--- config.mk ---
export PLATFORM = sky130hd
export DESIGN_NAME = scan_seq_2b_flat
export DESIGN_NICKNAME = d
export VERILOG_FILES = /design/src/rtl/scan_seq_2b_if.sv /design/src/rtl/scan_seq_2b.sv /design/src/flat_wrapper.sv
export SDC_FILE = /design/constraint.sdc
export NUM_CORES = 1
export LEC_CHECK = 0
export CAP_MARGIN = 10
export CORE_ASPECT_RATIO = 2
export CORE_MARGIN = 8
export CORE_UTILIZATION = 45
export CTS_BUF_LIST = sky130_fd_sc_hd__clkbuf_4 sky130_fd_sc_hd__clkbuf_8
export DETAILED_ROUTE_END_ITERATION = 10
export PLACE_DENSITY = 0.74
export SYNTH_ARGS = -nofsm -noshare
export SYNTH_HDL_FRONTEND = slang
export SYNTH_SLANG_ARGS = --single-unit
--- constraint.sdc ---
create_clock -name clk -period 2.6 [get_ports clk]
set_input_delay 0.52 -clock clk [delete_from_list [all_inputs] [get_ports clk]]
set_output_delay 0.52 -clock clk [all_outputs]
set_load 0.02 [all_outputs]
--- src/rtl/scan_seq_2b_if.sv ---
// Control/status bundle for the 2-bit decoder scan sequencer.
interface scan_seq_2b_if #(
    parameter int DW_W = 8,
    parameter int BL_W = 4
);
    logic            start;
    logic            stop;
    logic            mode;
    logic [3:0]      mask;
    logic [DW_W-1:0] dwell;
    logic [BL_W-1:0] blank;
    logic            en;
    logic [1:0]      Din;
    logic            busy;
    logic            done;

    modport master (
        output start, stop, mode, mask, dwell, blank,
        input  en, Din, busy, done
    );

    modport slave (
        input  start, stop, mode, mask, dwell, blank,
        output en, Din, busy, done
    );
endinterface

--- src/rtl/scan_seq_2b.sv ---
// Scans enabled channels of a 2-to-4 decoder with blanking and dwell timing;
// every output is a flop loaded from the next-state values.
module scan_seq_2b #(
    parameter int DW_W = 8,
    parameter int BL_W = 4
) (
    input logic          clk,
    input logic          rst,
    scan_seq_2b_if.slave bus
);
    localparam int CW = (DW_W > BL_W) ? DW_W : BL_W;

    typedef enum logic [1:0] {IDLE, BLANK, DWELL} state_t;

    state_t          state, state_n;
    logic [1:0]      ch, ch_n;
    logic [CW-1:0]   cnt, cnt_n;
    logic            latch, done_n;
    logic            mode_q, stop_q;
    logic [3:0]      mask_q;
    logic [DW_W-1:0] dwell_q;
    logic [BL_W-1:0] blank_q;
    logic            en_q, busy_q, done_q;
    logic [1:0]      din_q;

    function automatic logic [1:0] first_ch(input logic [3:0] m);
        first_ch = 2'd0;
        for (int unsigned i = 4; i > 0; i--)
            if (m[i-1]) first_ch = 2'(i - 1);
    endfunction

    function automatic logic [1:0] last_ch(input logic [3:0] m);
        last_ch = 2'd0;
        for (int unsigned i = 0; i < 4; i++)
            if (m[i]) last_ch = 2'(i);
    endfunction

    // Smallest forward offset wins; falls back to c when it is the only channel.
    function automatic logic [1:0] next_ch(input logic [3:0] m, input logic [1:0] c);
        logic [1:0] cand;
        next_ch = c;
        for (int unsigned i = 3; i >= 1; i--) begin
            cand = c + 2'(i);
            if (m[cand]) next_ch = cand;
        end
    endfunction

    always_comb begin
        state_n = state;
        ch_n    = ch;
        cnt_n   = cnt;
        latch   = 1'b0;
        done_n  = 1'b0;
        case (state)
            IDLE: begin
                if (bus.start && bus.mask != '0) begin
                    latch = 1'b1;
                    ch_n  = first_ch(bus.mask);
                    if (bus.blank != '0) begin
                        state_n = BLANK;
                        cnt_n   = CW'(bus.blank) - CW'(1);
                    end else begin
                        state_n = DWELL;
                        cnt_n   = CW'(bus.dwell);
                    end
                end
            end
            BLANK: begin
                if (cnt == '0) begin
                    state_n = DWELL;
                    cnt_n   = CW'(dwell_q);
                end else begin
                    cnt_n = cnt - CW'(1);
                end
            end
            DWELL: begin
                if (cnt != '0) begin
                    cnt_n = cnt - CW'(1);
                end else if (stop_q || bus.stop || (mode_q && ch == last_ch(mask_q))) begin
                    state_n = IDLE;
                    ch_n    = 2'd0;
                    done_n  = 1'b1;
                end else begin
                    ch_n = next_ch(mask_q, ch);
                    if (blank_q != '0) begin
                        state_n = BLANK;
                        cnt_n   = CW'(blank_q) - CW'(1);
                    end else begin
                        cnt_n = CW'(dwell_q);
                    end
                end
            end
            default: state_n = IDLE;
        endcase
    end

    always_ff @(posedge clk) begin
        if (rst) begin
            state   <= IDLE;
            ch      <= 2'd0;
            cnt     <= '0;
            mode_q  <= 1'b0;
            mask_q  <= '0;
            dwell_q <= '0;
            blank_q <= '0;
            stop_q  <= 1'b0;
            en_q    <= 1'b1;
            din_q   <= 2'd0;
            busy_q  <= 1'b0;
            done_q  <= 1'b0;
        end else begin
            state <= state_n;
            ch    <= ch_n;
            cnt   <= cnt_n;
            if (latch) begin
                mode_q  <= bus.mode;
                mask_q  <= bus.mask;
                dwell_q <= bus.dwell;
                blank_q <= bus.blank;
            end
            stop_q <= (state_n == IDLE) ? 1'b0 : (stop_q || (state != IDLE && bus.stop));
            en_q   <= (state_n != DWELL);
            din_q  <= (state_n == IDLE) ? 2'd0 : ch_n;
            busy_q <= (state_n != IDLE);
            done_q <= done_n;
        end
    end

    assign bus.en   = en_q;
    assign bus.Din  = din_q;
    assign bus.busy = busy_q;
    assign bus.done = done_q;
endmodule
--- src/flat_wrapper.sv ---
// flat-port wrapper written by rule: the top's interface ports become plain ports
module scan_seq_2b_flat 
#(
    parameter int DW_W = 8,
    parameter int BL_W = 4
)
  (clk, rst, bus_start, bus_stop, bus_mode, bus_mask, bus_dwell, bus_blank, bus_en, bus_Din, bus_busy, bus_done);
  scan_seq_2b_if #(.DW_W(DW_W), .BL_W(BL_W)) bus_i ();
  input logic clk;
  input logic rst;
  input wire logic [$bits(bus_i.start)-1:0] bus_start;
  input wire logic [$bits(bus_i.stop)-1:0] bus_stop;
  input wire logic [$bits(bus_i.mode)-1:0] bus_mode;
  input wire logic [$bits(bus_i.mask)-1:0] bus_mask;
  input wire logic [$bits(bus_i.dwell)-1:0] bus_dwell;
  input wire logic [$bits(bus_i.blank)-1:0] bus_blank;
  output wire logic [$bits(bus_i.en)-1:0] bus_en;
  output wire logic [$bits(bus_i.Din)-1:0] bus_Din;
  output wire logic [$bits(bus_i.busy)-1:0] bus_busy;
  output wire logic [$bits(bus_i.done)-1:0] bus_done;
  assign bus_i.start = bus_start;
  assign bus_i.stop = bus_stop;
  assign bus_i.mode = bus_mode;
  assign bus_i.mask = bus_mask;
  assign bus_i.dwell = bus_dwell;
  assign bus_i.blank = bus_blank;
  assign bus_en = bus_i.en;
  assign bus_Din = bus_i.Din;
  assign bus_busy = bus_i.busy;
  assign bus_done = bus_i.done;
  scan_seq_2b #(.DW_W(DW_W), .BL_W(BL_W)) u_core (.clk(clk), .rst(rst), .bus(bus_i));
endmodule
==> results of run 1 <==
worst max-delay path: cells and delay by family:
kind | cells | cell delay (ns)
buf+inv | 2 | 0.54
compound gates | 4 | 1.09
fa+ha+maj | 1 | 0.23
simple gates | 2 | 0.36
metrics by stage:
| step | utilization (%) | instance area, um2 | cells | setup slack [ns] | power (mW) |
|---|---|---|---|---|---|
| after global routing | 57.4 | 2770 | 401 | -0.0135 | 2.02 |
| final | 57.4 | 2770 | 401 | 0.105 | 1.91 |
| after floorplan | - | 2220 | 300 | 0.372 | 1.21 |
| after detailed placement | 55.1 | 2660 | 392 | -0.189 | 1.49 |
| after CTS | 57.0 | 2750 | 400 | 0.0969 | 1.89 |
| after global placement | 55.1 | 2660 | 392 | -0.0996 | 1.48 |
kinds of logic (layout without fill, tap and decap cells):
kind of cell / after synthesis / count (layout) / synth area share, %
and+or+nand+nor: 130 / 130 / 28.7
AOI/OAI and AO/OA: 88 / 88 / 26.1
DFF: 35 / 35 / 31.6
buffers and inverters: 30 / 74 / 5.14
adders and majority gates: 9 / 9 / 5.08
xor gates and xnor gates: 4 / 4 / 1.58
muxes: 4 / 4 / 1.81
metal layers:
layer | part of all wire (%) | wire [um] | global-route usage (%) | vias up
met4 | 5.9 | 386 | 12.6 | 0
met3 | 2.4 | 156 | 2.54 | 30
met1 | 34 | 2200 | 15.5 | 1114
met5 | 0 | 0 | 0 | -
met2 | 58 | 3810 | 35.7 | 67
li1 | - | - | - | 1163
Yosys cell counts, types with 3 or more instances:
cell / n / area share, %
nand2_1: 52 / 8.8
a21oi_1: 35 / 7.9
dfxtp_1: 35 / 32
nor2_1: 24 / 4.1
inv_1: 18 / 3.0
nor3_1: 17 / 3.8
o21ai_0: 16 / 3.6
clkbuf_1: 11 / 1.9
ha_1: 9 / 5.1
nor2b_1: 6 / 1.7
a211oi_1: 5 / 1.7
nor4_1: 5 / 1.4
or3_1: 5 / 1.4
mux2i_1: 4 / 1.8
nand3_1: 3 / 0.68
nor3b_1: 3 / 1.0
o22ai_1: 3 / 0.85
o31ai_1: 3 / 1.0
or3b_2: 3 / 1.2
registers in the layout (all words and copies together) (netlist names), 2 cells and up:
name and cells:
u_core.state 2, u_core.dwell_q 8, u_core.bus.Din 2, u_core.cnt 8
u_core.ch 2, u_core.blank_q 4, u_core.mask_q 4
layout make-up:
cell class / count / area [um2] / share of cell area, %
sequential: 35 / 701 / 25.3
tap: 57 / 71.3 / 2.58
clock buffer: 5 / 68.8 / 2.49
timing repair buffer: 48 / 423 / 15.3
inverter: 18 / 67.6 / 2.44
clock inverter: 3 / 20.0 / 0.723
multi-input combinational: 235 / 1420 / 51.2
what timing repair did:
action | 4_1_cts | 5_1_grt
buffers inserted | 0 | 1
setup endpoints to repair | 0 | 3
hold buffers | 0 | 0
resized for setup | 0 | 4
power groups by stage:
stage	registers, mW	logic (mW)	clock network, mW
5_1_grt	0.695	0.907	0.416
2_1_floorplan	0.680	0.533	0
3_3_place_gp	0.694	0.784	0
3_5_place_dp	0.695	0.798	0
6_report	0.687	0.827	0.396
4_1_cts	0.683	0.803	0.405
final timing paths:
kind	cells past startpoint	to	slack, ns	start
min reg2reg	2	u_core.dwell_q[4]	0.46	u_core.dwell_q[4]
max	9	u_core.bus.Din[0]	0.10	bus_blank[0]
min	2	u_core.dwell_q[4]	0.46	u_core.dwell_q[4]
max reg2reg	6	u_core.bus.Din[0]	0.23	u_core.cnt[2]
==> flow_summary_export.csv, run 1 <==
group,metric,value,unit
die,ioPinCount,26,
die,die_y,115,um
clock_network,clk_latency,0.29,ns
sta,drv_slew,0,
route,vias,2374,
worst_setup_path,cpPeakStageDelay,0.48,ns
logic_synthesis,ys_types,56,
worst_setup_path,setup.worst_path.start_class,"input port",
logic_synthesis,seq_area_frac_synth,31.6,%
clock_network,clk_path_buf_depth,2,
pwr,power_frac_comb,43.3,%
logic_synthesis,netlist_area,2220,um2
die,rows,36,
clock_network,clk_pin_slew,0.07,ns
cells_and_area,mostFrequentLayoutCells,"nand2_1, a21oi_1, dfxtp_1",
sta,whs,0.458,ns
global_route,track_usage,18.1,%
worst_setup_path,worstPathMaxFanout,4,
sta,finalHoldViolations,0,
worst_setup_path,arrival,2.73,ns
sta,max_freq,0.401,GHz
pwr,clockPowerShare,20.7,%
global_route,gr-total-overflow,0,
clock_network,cts_tree,"done",
cells_and_area,nFillCells,440,
sta,finalCritPeriodShare,96.0,%
clock_network,cts_max_level,2,
clock_network,cts_buffers,5,
logic_synthesis,synth-seq-cells,35,
pwr,swShare,39.9,%
pwr,p_per_area,690,nW/um2
cells_and_area,final_common_cell,"nand2_1",
sta,tightest_slew,0.613,ns
route,firstDrtPassIters,4,
global_route,grt_pass1_vias,2446,
die,die_area,7570,um2
sta,skew,0.00301,ns
die,die_x,65.6,um
sta,fin_crit,2.50,ns
outcome,status,"finished, final reports clean",
global_route,grt_pass1_wl,10900,um
sta,relSlewSlack,58.8,%
clock_network,cts-root-buf,"clkbuf_8",
pwr,ir_drop,0.413,mV
sta,setup_tns,0,ns
route,drt_iter0_drc,116,
die,coreArea,4820,um2
worst_hold_path,holdCritPathClass,"flip-flop to flip-flop",
pwr,p_sw,0.761,mW
worst_setup_path,crit_path_end_kind,"flip-flop",
pwr,power.share.sequential,36.0,%
logic_synthesis,yosys_warnings,0,
worst_setup_path,crit_chain,"clkdlybuf4s50_1, inv_1, ha_1, nor3b_1, o32a_1, a32oi_2, o21ai_2, a211oi_2, nor2b_2",
worst_setup_path,worstSetupPathType,"input port to flip-flop",
run,drv_cap,0,
logic_synthesis,syn_avg_cell_area,7.39,um2
cells_and_area,area_delta_synth_final,24.8,%
route,wirelength,6560,um
die,initial_core_util,46.0,%
route,wl_per_cell,16.4,um
pwr,p_leak,1.06,nW
worst_setup_path,slowest_stage,"clkdlybuf4s50_1",
global_route,antenna_found_initial,0,
cells_and_area,n_antenna_cell,0,
global_route,grt_max_degree,19,
sta,finalSetupViolCount,0,
placement,dpl.hpwl,5080,um
logic_synthesis,synth-main-ff-cell,"dfxtp_1",
placement,place_congestion,0.908,
placement,portBuffers,25,
route,vias_per_cell,5.92,
clock_network,cts.sinks,35,
worst_setup_path,cp.required,2.83,ns
logic_synthesis,synthArstFlopShare,0,%
logic_synthesis,synth_edf_count,0,
cells_and_area,finalNetCount,373,
pwr,internal_power,1.15,mW
route,antenna_left,0,
logic_synthesis,netlist_instances,300,
cells_and_area,final_layout_size_suffix_gt1_share,13.4,%
logic_synthesis,syn_nets,330,
route,drc_errors,0,
No activity file was read; power rests on OpenSTA's default activity.
==> inputs of run 2 (changes only) <==
- CORE_ASPECT_RATIO: 2 -> unset
- HOLD_SLACK_MARGIN: unset -> 0.1
==> flow_summary_export.csv, run 2 (synthesized netlist as in run 1, its figures left out) <==
group,metric,value,unit
cells_and_area,n_antenna_cell,0,
route,antenna_left,0,
worst_setup_path,crit_path_end_kind,"flip-flop",
die,ioPinCount,26,
run,drv_cap,0,
sta,finalHoldViolations,0,
route,drc_errors,0,
route,drt_iter0_drc,186,
clock_network,clk_pin_slew,0.07,ns
global_route,grt_pass1_wl,10000,um
cells_and_area,finalNetCount,369,
cells_and_area,final_common_cell,"nand2_1",
worst_setup_path,setup.worst_path.start_class,"input port",
clock_network,hold_buffers,0,
worst_setup_path,crit_chain,"clkdlybuf4s50_1, inv_1, ha_1, nor3b_1, o32a_1, a32oi_1, o21ai_0, a211oi_2, nor2b_1",
pwr,p_sw,0.713,mW
die,die_y,86.2,um
global_route,grt_max_degree,20,
clock_network,clk_latency,0.29,ns
pwr,clockPowerShare,21.6,%
sta,drv_slew,0,
clock_network,cts.sinks,35,
cells_and_area,final_core_utilization,57.9,%
die,initial_core_util,46.9,%
clock_network,postCtsResizedCells,0,
outcome,status,"finished, final reports clean",
cells_and_area,fin_cells,406,
pwr,p_per_area,682,nW/um2
die,coreArea,4720,um2
worst_hold_path,holdCritPathClass,"flip-flop to flip-flop",
cells_and_area,multiInputGateArea,1400,um2
worst_setup_path,slowest_stage,"clkdlybuf4s50_1",
cells_and_area,reg_top3,"u_core.cnt: 8 flops, u_core.dwell_q: 8 flops",
sta,skew,0.00424,ns
worst_setup_path,cpPeakStageDelay,0.49,ns
sta,finalCritPeriodShare,91.9,%
die,rows,25,
sta,setup_slack,0.210,ns
route,vias_per_cell,5.67,
placement,portBuffers,25,
placement,place_congestion,0.927,
placement,post_dp_cell_area,2650,um2
global_route,antenna_found_initial,0,
global_route,gr-total-overflow,0,
clock_network,cts-root-buf,"clkbuf_8",
sta,grt_setup_unrepaired,"no",
worst_setup_path,worstSetupPathType,"input port to flip-flop",
sta,setup_tns,0,ns
sta,relSlewSlack,57.8,%
placement,dpl.hpwl,4410,um
clock_network,cts_tree,"done",
pwr,p_leak,1.04,nW
route,firstDrtPassIters,4,
global_route,track_usage,16.7,%
pwr,power_frac_comb,41.5,%
worst_setup_path,worstPathMaxFanout,4,
placement,post-place-cells,399,
pwr,swShare,38.3,%
clock_network,cts_buffers,5,
sta,fin_crit,2.39,ns
cells_and_area,seqCellArea,701,um2
sta,finalSetupViolCount,0,
clock_network,post_cts_buffers,0,
cells_and_area,area_delta_synth_final,23.4,%
route,vias,2301,
pwr,ir_drop,0.305,mV
pwr,power.share.sequential,36.9,%
sta,max_freq,0.418,GHz
worst_setup_path,cp.required,2.83,ns
global_route,grt_pass1_vias,2148,
clock_network,cts_max_level,2,
die,die_x,86.2,um
clock_network,clk_path_buf_depth,2,
placement,pre_cts_ws,-0.0795,ns
die,die_area,7430,um2
route,wl_per_cell,14.8,um
cells_and_area,nFillCells,439,
route,wirelength,6030,um
cells_and_area,mostFrequentLayoutCells,"nand2_1, a21oi_1, dfxtp_1",
worst_setup_path,arrival,2.62,ns
cells_and_area,stdcell_area,2740,um2
pwr,internal_power,1.15,mW
cells_and_area,final_layout_size_suffix_gt1_share,11.2,%
sta,tightest_slew,0.627,ns
[run 2: cell types whose count changed in the layout (fill, tap and decap cells not counted)]
cell,before,now
nor2b_1,5,6
o21ai_0,15,16
o21ai_2,2,1
clkinvlp_4,2,0
nor2b_2,1,0
buf_4,23,19
a32oi_2,1,0
clkbuf_8,5,6
a32oi_1,0,1
[run 2: worst paths after layout]
path              slack (ns)  cells after the start              start           endpoint
hold reg to reg         0.45                      2  u_core.dwell_q[4]  u_core.dwell_q[4]
setup / recovery        0.21                      9       bus_blank[0]  u_core.bus.Din[0]
setup reg to reg        0.28                      8      u_core.cnt[0]      u_core.cnt[4]
hold / removal          0.45                      2  u_core.dwell_q[4]  u_core.dwell_q[4]
[run 2: cell type report]
| class | count | share of cell area, % |
|---|---|---|
| Multi-Input combinational cell | 235 | 51.3 |
| Sequential cell | 35 | 25.6 |
| Timing Repair Buffer | 44 | 14.4 |
| Tap cell | 67 | 3.06 |
| Clock buffer | 6 | 3.02 |
| Inverter | 18 | 2.47 |
| Clock inverter | 1 | 0.183 |
[run 2: power by group through the flow]
stage                     clock network [mW]  logic (mW)  registers (mW)
after floorplan                            0       0.533           0.680
after global placement                     0       0.754           0.692
after detailed placement                   0       0.757           0.696
after CTS                              0.411       0.768           0.685
after global routing                   0.432       0.852           0.697
final                                  0.403       0.774           0.687
[run 2: critical path: cells and delay by family]
kind                       cells  cell delay, ns
buffers and inverters          2            0.56
and+or+nand+nor                2            0.34
AOI/OAI and AO/OA              4            0.99
adders and majority gates      1            0.21
[run 2: per-layer routing]
layer / global-route usage [%] / up-vias / routed length, um
met5: 0 / - / 0
met4: 6.89 / 0 / 125
met3: 4.16 / 13 / 363
met2: 26.6 / 76 / 2760
met1: 20.8 / 1061 / 2780
li1: - / 1151 / -
[run 2: through the flow]
step,total power [mW],hold WS [ns]
2_1_floorplan,1.21,0.433
3_3_place_gp,1.45,0.439
3_5_place_dp,1.45,0.444
4_1_cts,1.86,0.455
5_1_grt,1.98,0.478
6_report,1.86,0.452
